### src/rtl/sdram_arbiter_pkg.sv
`default_nettype none
// ============================================================================
// Module      : sdram_arbiter_pkg
// Description : Shared state encodings, controller constants and the
//               arbitration helper for the two-port SDRAM arbiter.
// Revision    : 1.0 - initial release
// ============================================================================
package sdram_arbiter_pkg;

    typedef enum logic [2:0] {
        ST_INIT     = 3'd0,
        ST_IDLE     = 3'd1,
        ST_START    = 3'd2,
        ST_WAIT_ACK = 3'd3,
        ST_WAIT_REL = 3'd4
    } arb_state_t;

    // Number of cycles the controller holds ack high per transaction.
    localparam int c_ack_width = 5;

    // Returns 1 when port 1 wins. On a tie, fixed priority favours port 0,
    // otherwise the port not granted last wins.
    function automatic logic arb_pick(input logic req0, input logic req1,
                                      input logic last, input logic prio_fixed);
        if (req0 && req1) begin
            return prio_fixed ? 1'b0 : ~last;
        end
        return req1;
    endfunction

endpackage
`default_nettype wire

### src/rtl/rst_sync2.sv
`default_nettype none
// ============================================================================
// Module      : rst_sync2
// Description : Two-flop reset synchronizer, asynchronous assert and
//               synchronous deassert.
// Revision    : 1.0 - initial release
// ============================================================================
module rst_sync2 (
    input  logic i_clk,
    input  logic i_rst_n,
    output logic o_rst_n
);

    logic r_meta;

    always_ff @(posedge i_clk or negedge i_rst_n) begin
        if (!i_rst_n) begin
            r_meta  <= 1'b0;
            o_rst_n <= 1'b0;
        end else begin
            r_meta  <= 1'b1;
            o_rst_n <= r_meta;
        end
    end

endmodule
`default_nettype wire

### src/rtl/sdram_arbiter.sv
`default_nettype none
// ============================================================================
// Module      : sdram_arbiter
// Description : Shares one SDRAM controller between two masters, owns the
//               controller reset and init wait, and turns the multi-cycle
//               controller ack into a one-cycle per-port completion pulse.
// Revision    : 1.0 - initial release
// ============================================================================
module sdram_arbiter
    import sdram_arbiter_pkg::*;
#(
    parameter int PRIORITY    = 0,
    parameter int INIT_CYCLES = 32,
    parameter int TIMEOUT     = 31
) (
    input  logic        clk_in,
    input  logic        rst_n,
    input  logic        p0_req,
    input  logic [23:0] p0_ad,
    input  logic        p0_nwr,
    input  logic [15:0] p0_din,
    output logic        p0_ack,
    output logic [15:0] p0_dout,
    input  logic        p1_req,
    input  logic [23:0] p1_ad,
    input  logic        p1_nwr,
    input  logic [15:0] p1_din,
    output logic        p1_ack,
    output logic [15:0] p1_dout,
    output logic [23:0] mem_ad,
    output logic [15:0] mem_din,
    output logic        mem_nwr,
    output logic        mem_as,
    output logic        mem_rst,
    input  logic [15:0] mem_dout,
    input  logic        mem_ack,
    output logic        err
);

    localparam int c_cnt_max = (INIT_CYCLES > TIMEOUT) ? INIT_CYCLES : TIMEOUT;
    localparam int c_cnt_w   = $clog2(c_cnt_max + 1);
    localparam logic [c_cnt_w-1:0] c_init_last = c_cnt_w'(INIT_CYCLES - 1);
    localparam logic [c_cnt_w-1:0] c_timeout   = c_cnt_w'(TIMEOUT);
    localparam logic               c_prio_fix  = (PRIORITY != 0);

    arb_state_t         r_state;
    logic [c_cnt_w-1:0] r_cnt;
    logic               r_grant;
    logic               w_rst_n_sync;
    logic               w_pick;
    logic               w_req_gnt;

    rst_sync2 u_rst_sync (
        .i_clk   (clk_in),
        .i_rst_n (rst_n),
        .o_rst_n (w_rst_n_sync)
    );

    assign mem_rst = ~w_rst_n_sync;

    always_comb begin
        w_pick    = arb_pick(p0_req, p1_req, r_grant, c_prio_fix);
        w_req_gnt = r_grant ? p1_req : p0_req;
    end

    always_ff @(posedge clk_in or negedge rst_n) begin
        if (!rst_n) begin
            r_state <= ST_INIT;
            r_cnt   <= '0;
            r_grant <= 1'b0;
            mem_ad  <= '0;
            mem_din <= '0;
            mem_nwr <= 1'b1;
            mem_as  <= 1'b0;
            p0_ack  <= 1'b0;
            p1_ack  <= 1'b0;
            p0_dout <= '0;
            p1_dout <= '0;
            err     <= 1'b0;
        end else begin
            p0_ack <= 1'b0;
            p1_ack <= 1'b0;
            mem_as <= 1'b0;
            case (r_state)
                // The init count only runs once the controller reset is released.
                ST_INIT: begin
                    if (w_rst_n_sync) begin
                        if (r_cnt == c_init_last) begin
                            r_cnt   <= '0;
                            r_state <= ST_IDLE;
                        end else begin
                            r_cnt <= r_cnt + 1'b1;
                        end
                    end
                end
                ST_IDLE: begin
                    if (p0_req || p1_req) begin
                        r_grant <= w_pick;
                        mem_ad  <= w_pick ? p1_ad  : p0_ad;
                        mem_nwr <= w_pick ? p1_nwr : p0_nwr;
                        mem_din <= w_pick ? p1_din : p0_din;
                        mem_as  <= 1'b1;
                        r_state <= ST_START;
                    end
                end
                ST_START: begin
                    r_cnt   <= '0;
                    r_state <= ST_WAIT_ACK;
                end
                ST_WAIT_ACK: begin
                    if (mem_ack) begin
                        // A port that dropped its request gets neither data nor ack.
                        if (w_req_gnt) begin
                            if (mem_nwr && r_grant) begin
                                p1_dout <= mem_dout;
                            end
                            if (mem_nwr && !r_grant) begin
                                p0_dout <= mem_dout;
                            end
                            p0_ack <= ~r_grant;
                            p1_ack <= r_grant;
                        end
                        r_state <= ST_WAIT_REL;
                    end else if (r_cnt == c_timeout) begin
                        err     <= 1'b1;
                        p0_ack  <= w_req_gnt & ~r_grant;
                        p1_ack  <= w_req_gnt & r_grant;
                        r_state <= ST_IDLE;
                    end else begin
                        r_cnt <= r_cnt + 1'b1;
                    end
                end
                ST_WAIT_REL: begin
                    if (!mem_ack) begin
                        r_state <= ST_IDLE;
                    end
                end
                default: begin
                    r_state <= ST_INIT;
                end
            endcase
        end
    end

endmodule
`default_nettype wire

### config.mk
export PLATFORM = sky130hd
export DESIGN_NAME = sdram_arbiter
export DESIGN_NICKNAME = d
export VERILOG_FILES = /design/src/rtl/sdram_arbiter_pkg.sv /design/src/rtl/rst_sync2.sv /design/src/rtl/sdram_arbiter.sv
export SDC_FILE = /design/constraint.sdc
export NUM_CORES = 1
export LEC_CHECK = 0
export BUFFER_PORTS_ARGS = -buffer_cell sky130_fd_sc_hd__buf_2
export CORE_MARGIN = 2
export CORE_UTILIZATION = 30
export DETAILED_ROUTE_END_ITERATION = 8
export PLACE_DENSITY = 0.55
export SLEW_MARGIN = 20
export SYNTH_ARGS = -nofsm -noshare
export SYNTH_HDL_FRONTEND = slang
export SYNTH_SLANG_ARGS = --single-unit
### constraint.sdc
create_clock -name clk_in -period 3.3 [get_ports clk_in]
set_clock_uncertainty 0.2 [all_clocks]
set_input_delay 0.66 -clock clk_in [delete_from_list [all_inputs] [get_ports clk_in]]
set_output_delay 0.66 -clock clk_in [all_outputs]
set_load 0.02 [all_outputs]
# Word level (Yosys, flattened, before mapping)
# Index checks and enable logic that the tools add are counted.
word_totals:
  ff_bits: 89
  latch_bits: 0
  ramBits: 0
  rom_bits: 0
  in_bits: 103
  out_inout_bits: 78
  elab_cells: 71
  memories: 0
classes:
  n_addsub: 1
  multipliers: 0
  div_mod_pow: 0
  order_cmp: 0
  n_eq_ne: 10
  shift: 0
  muxes: 28
  n_bitwise: 5
  reduce_logical: 13
ops:
  columns: ["cell", "n"]
  rows:
  - ["2-to-1 mux 24 bit", 1]
  - ["2-to-1 mux 6 bit", 4]
  - ["case mux 6 bit (3 select lines)", 1]
  - ["2-to-1 mux 16 bit", 1]
  - ["2-to-1 mux 1 bit", 15]
  - ["2-to-1 mux 3 bit", 5]
  - ["case mux 3 bit (5 select lines)", 1]
  - ["AND reduction 4 bit", 3]
  - ["!= test 2 bit (second input constant)", 4]
  - ["adder 6 x 1 -> 6 bit (second input constant)", 1]
  - ["equality test 3 x 2 -> 1 bit (second input constant)", 2]
  - ["equality test 6 x 5 -> 1 bit (second input constant)", 1]
  - ["AND reduction 3 bit", 2]
  - ["equality test 3 x 1 -> 1 bit (second input constant)", 1]
  - ["equality test 3 bit (second input constant)", 1]
  - ["logical AND 1 bit", 3]
  - ["logical NOT 3 bit", 1]
  - ["inverter 1 bit", 3]
  - ["nonzero test 3 bit", 1]
  - ["bitwise AND 1 bit", 2]
  - ["!= test 2 x 1 -> 1 bit (second input constant)", 1]
  - ["AND reduction 2 bit", 1]
  - ["logical NOT 1 bit", 1]
  - ["logical OR 1 bit", 1]

# Depth between registers and ports, before layout
# Gate-level depths: netlist (run 1).
logic_depth:
  ltp_word: 5
  mapped_depth: 7
  depth_no_buf: 6

# By module
# From an unflattened synthesis (run 1), not the netlist that was laid out.
unflattened:
  hier_cells: 330
  hier_area_um2: 4030.1
by_module_without_submodules:
  columns: ["mod", "n_inst", "cells_each", "area_per_inst_um2", "seq_area_each_um2"]
  rows:
  - ["sdram_arbiter", 1, 327, 3976.3, 2178.3]
  - ["rst_sync2", 1, 3, 53.8, 50.0]

# Worst setup path after synthesis (run 1)
# Ideal clock, no wire load.
synth_path:
  kind: "input to register"
  start: "input port mem_ack"
  end: "register p0_dout[10]"
  setup_ns: 0.125
  t_arrival_ns: 1.568
  t_required_ns: 2.975
  path_slack_ns: 1.407
  stages: 5
  n_path_buf: 2
  cell_sequence: "clkbuf_4 -> nand3_4 -> nor2_8 -> buf_12 -> mux2_4"
synth_via:
  elab_chain_len: 1
synth_rtl:
  columns: ["item", "line_no", "rtl"]
  rows:
  - ["start: declaration", "sdram_arbiter.sv:36", "input logic mem_ack,"]
  - ["AND reduction 4 bit (no line)", null, null]
  - ["end signal: assignment", "sdram_arbiter.sv:118", "p0_dout <= mem_dout;"]
  - ["end: declaration", "sdram_arbiter.sv:23", "output logic [15:0] p0_dout,"]
# Every way passes these cells.
# A chain may end at the register's enable or synchronous reset.

# Worst setup path in the final report (run 1)
layout_path:
  start: "register r_state[1]"
  end: "register p1_dout[3]"
layout_via:
  elab_chain_len: 2
layout_rtl:
  columns: ["item", "line_no", "rtl"]
  rows:
  - ["start: declaration", "sdram_arbiter.sv:46", "arb_state_t r_state;"]
  - ["start signal: assignment", "sdram_arbiter.sv:68", "r_state <= ST_INIT;"]
  - ["start signal: assignment", "sdram_arbiter.sv:90", "r_state <= ST_IDLE;"]
  - ["start signal: assignment", "sdram_arbiter.sv:103", "r_state <= ST_START;"]
  - ["equality test 3 x 2 -> 1 bit", "sdram_arbiter.sv:84", "case (r_state)"]
  - ["AND reduction 4 bit (no line)", null, null]
  - ["end signal: assignment", "sdram_arbiter.sv:115", "p1_dout <= mem_dout;"]
  - ["end: declaration", "sdram_arbiter.sv:29", "output logic [15:0] p1_dout,"]
# Every way passes these cells.

==> summary.txt, run 1 <==
Outcome = finished clean
Share of layout cells above drive strength 1 = 47.4%
Crit Path Max Fanout = 16
Core Area = 13200 sq um
Die area = 14400 sq um
Starting density of the core = 30.6%
Synth top area cells = dfrtp_1 55%, mux2i_1 10%, mux2_4 7.5%
Mapped cell area = 4030 sq um
Slowest-stage cell, CP = dfrtp_1
Max VDD drop = 0.000292 V
Minimum clock period = 2120 ps
Post-synth top flop = dfrtp_1
Top Metal Used = met4
Pwr dens = 950 nW/um^2
Slew Limit Fails = 0
Min setup slack post-route = 1180 ps
Hold/Removal Path Class = primary input to async pin
Switching Share = 39.9%
CTS tree = done
Unrepaired setup endpoints after global routing = no
RD Place Congestion = 0.740
Logic gate share of total power = 43.1%
Critical Path AT = 2150 ps
Area Overhead vs Synth = 33.5%
Final Cycle Share = 64.3%
I/O Pins = 181
CP delay by family, top = simple AND/OR/NAND/NOR gates
Hold Violations, Final = 0
Routed met1 length = 4140 um
Netlist cell types = 43
Worst Setup SP = r_state[1]$_DFFE_PN0P_
Sequential share of power = 37.0%
Clock share of power = 19.9%
Initial antenna violation count = 0
Syn_area_per_cell = 12.2 sq um
CTS Buf Count = 9
Sw power = 0.00204 W
Vias = 3039
Slew headroom = 52.8%
Die height = 120 um
Gate count of the mapped netlist = 330
Placed insts = 670
GRT Resource Usage Total = 13.2%
Clock Sinks = 89
Ys async rst share = 100%
Clock transition at path regs = 70 ps
DRT antenna net count = 0
Row Count = 42
Pre-antenna DRT Iters = 4
Mapped Nets = 434
Yosys top cell by area = dfrtp_1
Drt drc = 0
Pleak = 2.68 nW
Fin util = 40.8%
GRT overflow = 0
CP bufs+invs = 0
Root buffer cell = clkbuf_16
# H-tree levels = 3
Die X-Extent = 120 um
DR WL met2 = 4440 um
Pre-CTS setup slack = 1010 ps
Number of I/O port buffers = 180
Clock Path Buffers = 2
Worst skew pair latency = 340 ps
Fin cells = 684
WL/cell = 13.6 um
Worst-margin pin slew = 709 ps
Area share of the largest cell type after synthesis = 54.6%
RR Startpoint = r_state[1]$_DFFE_PN0P_
Data required time of the worst path = 3330 ps
Hpwl dp = 6750 um
Critical Path Max Stage Delay = 650 ps
Post-CTS resize count = 0
Worst r2r path cells = 5
Cell breakdown of the critical path = nand2b_4 -> nor2_4 -> nand3_4 -> nor2_8 -> mux2_2
DRT iter0 DRCs = 131
EDFF count, synth = 0
First-pass GRT wire length = 14900 um
Via density = 4.44
Final setup fails = 0
Setup bufs post-CTS = 0
Sequential share of the synthesized area = 55.3%
Critical path class = flop to flop
Peak Freq = 0.471 GHz
Max Cap Viol = 0
FF+latch count, synth = 89
Worst R2R End = p1_dout[3]$_DFFE_PN0P_
Internal power = 0.00307 W
Antenna Cells = 0
Startpoint Class = flop
Critical path capture point type = flop
Hold-fix buffers at CTS = 0
Met3 wire len = 514 um
Final Net Count = 609
Syn. warnings = 0
Pin count of the biggest net entering global routing = 84
TNS Setup = 0 ps
Final wirelength = 9310 um
Vias in the first global route = 3026
FF-to-FF setup slack = 1180 ps
-- cells in the final DEF, fill, tap and decap left out, types with 2 or more instances in the layout --
master / Yosys / layout
clkinv_4: 0 / 2
buf_4: 4 / 2
o21ai_0: 4 / 4
a31oi_1: 3 / 3
a21oi_1: 44 / 44
a21o_1: 2 / 2
nand2_1: 6 / 6
dfrtp_1: 88 / 88
nor2_8: 2 / 2
clkbuf_16: 0 / 9
nor2_1: 46 / 46
nand3_1: 5 / 5
nor3_1: 5 / 5
inv_1: 5 / 5
o22ai_1: 2 / 2
mux2_4: 20 / 20
buf_2: 11 / 179
nand2b_1: 2 / 2
mux2_2: 12 / 12
buf_12: 2 / 2
mux2i_1: 42 / 42
a21boi_1: 2 / 2
-- metal layers --
metal	global-route usage, %	vias up
met3	3.14	16
met2	21.0	95
met1	16.6	1426
met5	0	-
met4	6.91	0
li1	-	1502
-- logic make-up (layout without fill, tap and decap cells) --
family	after synthesis	after routing	share of synthesized area, %
buffers and inverters	25	203	3.94
other	1	1	0.0930
flip-flops	89	89	55.3
AND/OR/NAND/NOR	76	76	9.72
AO/OA/AOI/OAI	64	64	9.41
adder cells (fa/ha/maj)	1	1	0.310
multiplexers	74	74	21.2
-- power groups by stage --
stage               Sequential (W)  Clock (W)  Combinational [W]
floorplan                  0.00239          0            0.00101
global placement           0.00189          0            0.00220
detailed placement         0.00191          0            0.00224
CTS                        0.00189    0.00106            0.00224
global route               0.00196    0.00110            0.00240
finish                     0.00189    0.00101            0.00220
-- layout make-up --
class	count	area, sq um
multi-input combinational	216	1660
clock buffer	10	239
inverter	6	22.5
timing repair buffer	183	951
tap	176	220
clock inverter	4	55.1
sequential	89	2230
fill	1288	7810
-- how the worst max path moves through the flow --
| stage | to | slack, ps | cells after the start |
|---|---|---|---|
| floorplan | p0_dout[10]$_DFFE_PN0P_ | 1410 | 5 |
| CTS | p0_dout[13]$_DFFE_PN0P_ | 1160 | 5 |
| global placement | mem_ad[8]$_DFFE_PN0P_ | 1030 | 5 |
| detailed placement | mem_ad[8]$_DFFE_PN0P_ | 1010 | 5 |
| finish | p1_dout[3]$_DFFE_PN0P_ | 1180 | 5 |
| global route | p1_dout[3]$_DFFE_PN0P_ | 1080 | 5 |
-- synth_stat cells, types with 2 or more instances --
cell / number
nor2_8: 2
o22ai_1: 2
inv_1: 5
a21boi_1: 2
nand3_1: 5
nand2_1: 6
a21o_1: 2
mux2_4: 20
dfrtp_1: 88
buf_4: 4
a21oi_1: 44
buf_12: 2
mux2i_1: 42
mux2_2: 12
nor2_1: 46
nor3_1: 5
buf_2: 11
nand2b_1: 2
a31oi_1: 3
o21ai_0: 4
-- stage by stage --
step / instance area (sq um) / total power [W] / hold slack [ps]
finish: 5380 / 0.00511 / 94.5
global route: 5380 / 0.00546 / 128
CTS: 5380 / 0.00519 / 110
detailed placement: 5080 / 0.00415 / 136
global placement: 5080 / 0.00409 / 132
floorplan: 4030 / 0.00340 / 131
-- sequential cells by signal, summed over array words and instances, names as in the netlist --
name / cells
err: 1
mem_ad: 24
mem_as: 1
mem_din: 16
mem_nwr: 1
p0_ack: 1
p0_dout: 16
p1_ack: 1
p1_dout: 16
r_cnt: 6
r_grant: 1
r_state: 3
u_rst_sync.o_rst_n: 1
u_rst_sync.r_meta: 1
Power figures use the tool's default switching activity.
==> inputs of run 2 (changes only) <==
- ABC_AREA: default -> 1
- clock period: 3.3 -> 2.2 ns (I/O delays scaled with it)
==> run 2 against run 1 <==
Against the previous run:
- hold slack better by 32 ps
- critical path type unchanged
- critical endpoint is now mem_din[4]$_DFFE_PN0P_
- clock-buffer cell count shrank 1
- synthesized area grew 2.7%
- critical path depth rose by 1
- combinational power increased by 47%
- first-iteration DRC count grew 60%
- maximum frequency grew 13%
==> summary.txt, run 2 <==
Mapped cell area = 4140 sq um (was 4030 sq um)
Critical path capture point type = flop (unchanged)
Final setup fails = 0 (unchanged)
Area Overhead vs Synth = 31.3% (was 33.5%)
EDFF count, synth = 0 (unchanged)
Mapped Nets = 559 (was 434)
Cell breakdown of the critical path = inv_2 -> nand3_2 -> a21oi_4 -> buf_4 -> o21ai_0 -> o21ai_1 (was nand2b_4 -> nor2_4 -> nand3_4 -> nor2_8 -> mux2_2)
Slew headroom = 50.8% (was 52.8%)
Peak Freq = 0.534 GHz (was 0.471 GHz)
Total power = 0.00756 W (was 0.00511 W)
Clock transition at path regs = 70 ps (about the same)
Initial antenna violation count = 0 (unchanged)
Sequential share of the synthesized area = 53.9% (was 55.3%)
Worst r2r path cells = 6 (was 5)
Die area = 14700 sq um (was 14400 sq um)
Max VDD drop = 0.000454 V (was 0.000292 V)
CP delay by family, top = compound AO/OA/AOI/OAI gates (was simple AND/OR/NAND/NOR gates)
Clock Path Buffers = 2 (unchanged)
Pwr dens = 1390 nW/um^2 (was 950 nW/um^2)
Outcome = finished clean (unchanged)
Final wirelength = 11000 um (was 9310 um)
Unrepaired setup endpoints after global routing = no (unchanged)
Startpoint Class = flop (unchanged)
Filler cells = 1383 (was 1288)
Commonest cells post-synth = 106 x nand2_1, 88 x dfrtp_1, 50 x o21ai_0 (was 88 x dfrtp_1, 46 x nor2_1, 44 x a21oi_1)
WL/cell = 13.5 um (was 13.6 um)
Hold Startpoint = mem_ack
Max FFs per register = 24 (unchanged)
Slowest-stage cell, CP = dfrtp_1 (unchanged)
DRT antenna net count = 0 (unchanged)
Data required time of the worst path = 2270 ps (was 3330 ps)
Post-CTS resize count = 0 (unchanged)
Via density = 4.51 (was 4.44)
Die X-Extent = 121 um (was 120 um)
Max Cap Viol = 0 (unchanged)
GRT overflow = 0 (unchanged)
Pleak = 2.88 nW (was 2.68 nW)
Post-synth top flop = dfrtp_1 (unchanged)
Total stage count of the critical path = 6 (was 5)
DRT iter0 DRCs = 210 (was 131)
Most flop-heavy register = mem_ad (unchanged)
Critical Path AT = 1940 ps (was 2150 ps)
Most common cell after layout, fill and taps aside = buf_2 (unchanged)
Final Cycle Share = 85.2% (was 64.3%)
Clock Sinks = 89 (unchanged)
Hold Violations, Final = 0 (unchanged)
Hold depth = 3
Area share of the largest cell type after synthesis = 53.2% (was 54.6%)
Drt drc = 0 (unchanged)
First-pass GRT wire length = 17900 um (was 14900 um)
Vias = 3673 (was 3039)
Row Count = 42 (unchanged)
CTS tree = done (unchanged)
Starting density of the core = 31.0% (was 30.6%)
Die height = 121 um (was 120 um)
CTS Buf Count = 9 (unchanged)
GRT Resource Usage Total = 15.6% (was 13.2%)
Top-count cell post-synth = nand2_1 (was dfrtp_1)
Netlist cell types = 29 (was 43)
FF+latch count, synth = 89 (unchanged)
Yosys top cell by area = dfrtp_1 (unchanged)
Syn_area_per_cell = 9.09 sq um (was 12.2 sq um)
Worst-margin pin slew = 737 ps (was 709 ps)
Critical path class = flop to flop (unchanged)
RR Startpoint = r_state[2]$_DFFE_PN0P_ (was r_state[1]$_DFFE_PN0P_)
Pre-antenna DRT Iters = 6 (was 4)
Gate count of the mapped netlist = 455 (was 330)
Slew Limit Fails = 0 (unchanged)
Worst R2R End = mem_din[4]$_DFFE_PN0P_ (was p1_dout[3]$_DFFE_PN0P_)
TNS Setup = 0 ps (unchanged)
Minimum clock period = 1870 ps (was 2120 ps)
Multi-input logic area = 1590 sq um (was 1660 sq um)
CP bufs+invs = 2 (was 0)
Number of I/O port buffers = 180 (unchanged)
Syn. warnings = 0 (unchanged)
I/O Pins = 181 (unchanged)
Final Net Count = 736 (was 609)
Worst skew pair latency = 340 ps (about the same)
Core Area = 13300 sq um (was 13200 sq um)
Hpwl dp = 7710 um (was 6750 um)
Pin count of the biggest net entering global routing = 90 (was 84)
Ys async rst share = 100% (unchanged)
Share of layout cells above drive strength 1 = 40.0% (was 47.4%)
RD Place Congestion = 0.907 (was 0.740)
Vias in the first global route = 3663 (was 3026)
# H-tree levels = 3 (unchanged)
Synth top area cells = dfrtp_1 53%, nand2_1 9.6%, o21ai_2 6.8% (was dfrtp_1 55%, mux2i_1 10%, mux2_4 7.5%)
FF-to-FF setup slack = 330 ps (was 1180 ps)
Reg area = 2230 sq um (unchanged)
Hold/Removal Path Class = primary input to flop (was primary input to async pin)
Critical Path Max Stage Delay = 480 ps (was 650 ps)
Crit Path Max Fanout = 41 (was 16)
Root buffer cell = clkbuf_16 (unchanged)
Most frequent cells in the layout = 179 x buf_2, 106 x nand2_1, 88 x dfrtp_1, 50 x o21ai_0, 48 x nor2_1 (was 179 x buf_2, 88 x dfrtp_1, 46 x nor2_1, 44 x a21oi_1, 42 x mux2i_1)
Hold Path Sink = r_state[2]$_DFFE_PN0P_
[run 2: cell types whose count changed after synthesis, sizes merged, moves of 3 or more]
cell    before  now
a21boi       3    0
a21oi       44    7
a31oi        3    0
clkbuf       2    5
inv          6   32
mux2        32    0
mux2i       42    0
nand2        6  113
nand2b       3    0
nand3        6    9
nor3         5    1
o21ai        4  122
[run 2: power by group]
| group | internal [W] | switching [W] |
|---|---|---|
| combinational | 0.00112 | 0.00212 |
| sequential | 0.00235 | 0.000473 |
| clock | 0.000786 | 0.000710 |
[run 2: logic make-up after synthesis]
kind of cell	after synthesis	share of synthesized area, %
flops	89	53.9
fa+ha+maj	1	0.302
xor+xnor	1	0.212
other cells	1	0.0906
buf+inv	55	7.77
simple gates	177	18.3
compound gates	131	19.5
[run 2: what timing repair did]
| item | CTS | global route |
|---|---|---|
| hold buffers | 1 | 0 |
| endpoints found under the hold margin | 88 | 0 |
| setup buffers | 0 | 0 |
[run 2: per-layer routing]
layer | routed length (um) | GRT usage (%) | part of all wire (%) | vias up
li1 | - | - | - | 1832
met1 | 4710 | 19.4 | 43 | 1682
met2 | 5250 | 25.3 | 48 | 149
met3 | 892 | 5.50 | 8.1 | 10
met4 | 136 | 4.96 | 1.2 | 0
met5 | 0 | 0 | 0 | -
[run 2: cell type report]
class	instances	area share, %
Clock buffer	9	4.15
Timing Repair Buffer	189	18.1
Sequential cell	89	41.0
Inverter	32	2.21
Antenna cell	1	0.0461
Multi-Input combinational cell	311	29.2
Tap cell	176	4.05
Clock inverter	7	1.15
[run 2: worst min-delay path, delay by kind of cell]
kind | cells | cell delay [ps]
AND/OR/NAND/NOR | 2 | 100
buffers and inverters | 1 | 100
[run 2: how the worst max path moves through the flow]
stage / slack [ps] / end / from
2_1_floorplan: 590 / r_cnt[2]$_DFFE_PN0P_ / r_cnt[0]$_DFFE_PN0P_
5_1_grt: 170 / mem_ad[2]$_DFFE_PN0P_ / r_state[2]$_DFFE_PN0P_
3_5_place_dp: 350 / mem_ad[22]$_DFFE_PN0P_ / p0_req
6_report: 330 / mem_din[4]$_DFFE_PN0P_ / r_state[2]$_DFFE_PN0P_
4_1_cts: 330 / mem_din[14]$_DFFE_PN0P_ / r_state[2]$_DFFE_PN0P_
3_3_place_gp: 400 / mem_din[8]$_DFFE_PN0P_ / p0_req
[run 2: metrics by stage]
stage                     setup slack (ps)  hold slack (ps)  cell area [sq um]  utilization, %  instances
after floorplan                        586            -55.6               4140               -        455
after global placement                 403              132               5130            38.5        796
after detailed placement               347              136               5130            38.5        796
after CTS                              332              110               5430            40.7        813
after global routing                   169              147               5430            40.7        813
final                                  326              126               5430            40.7        814
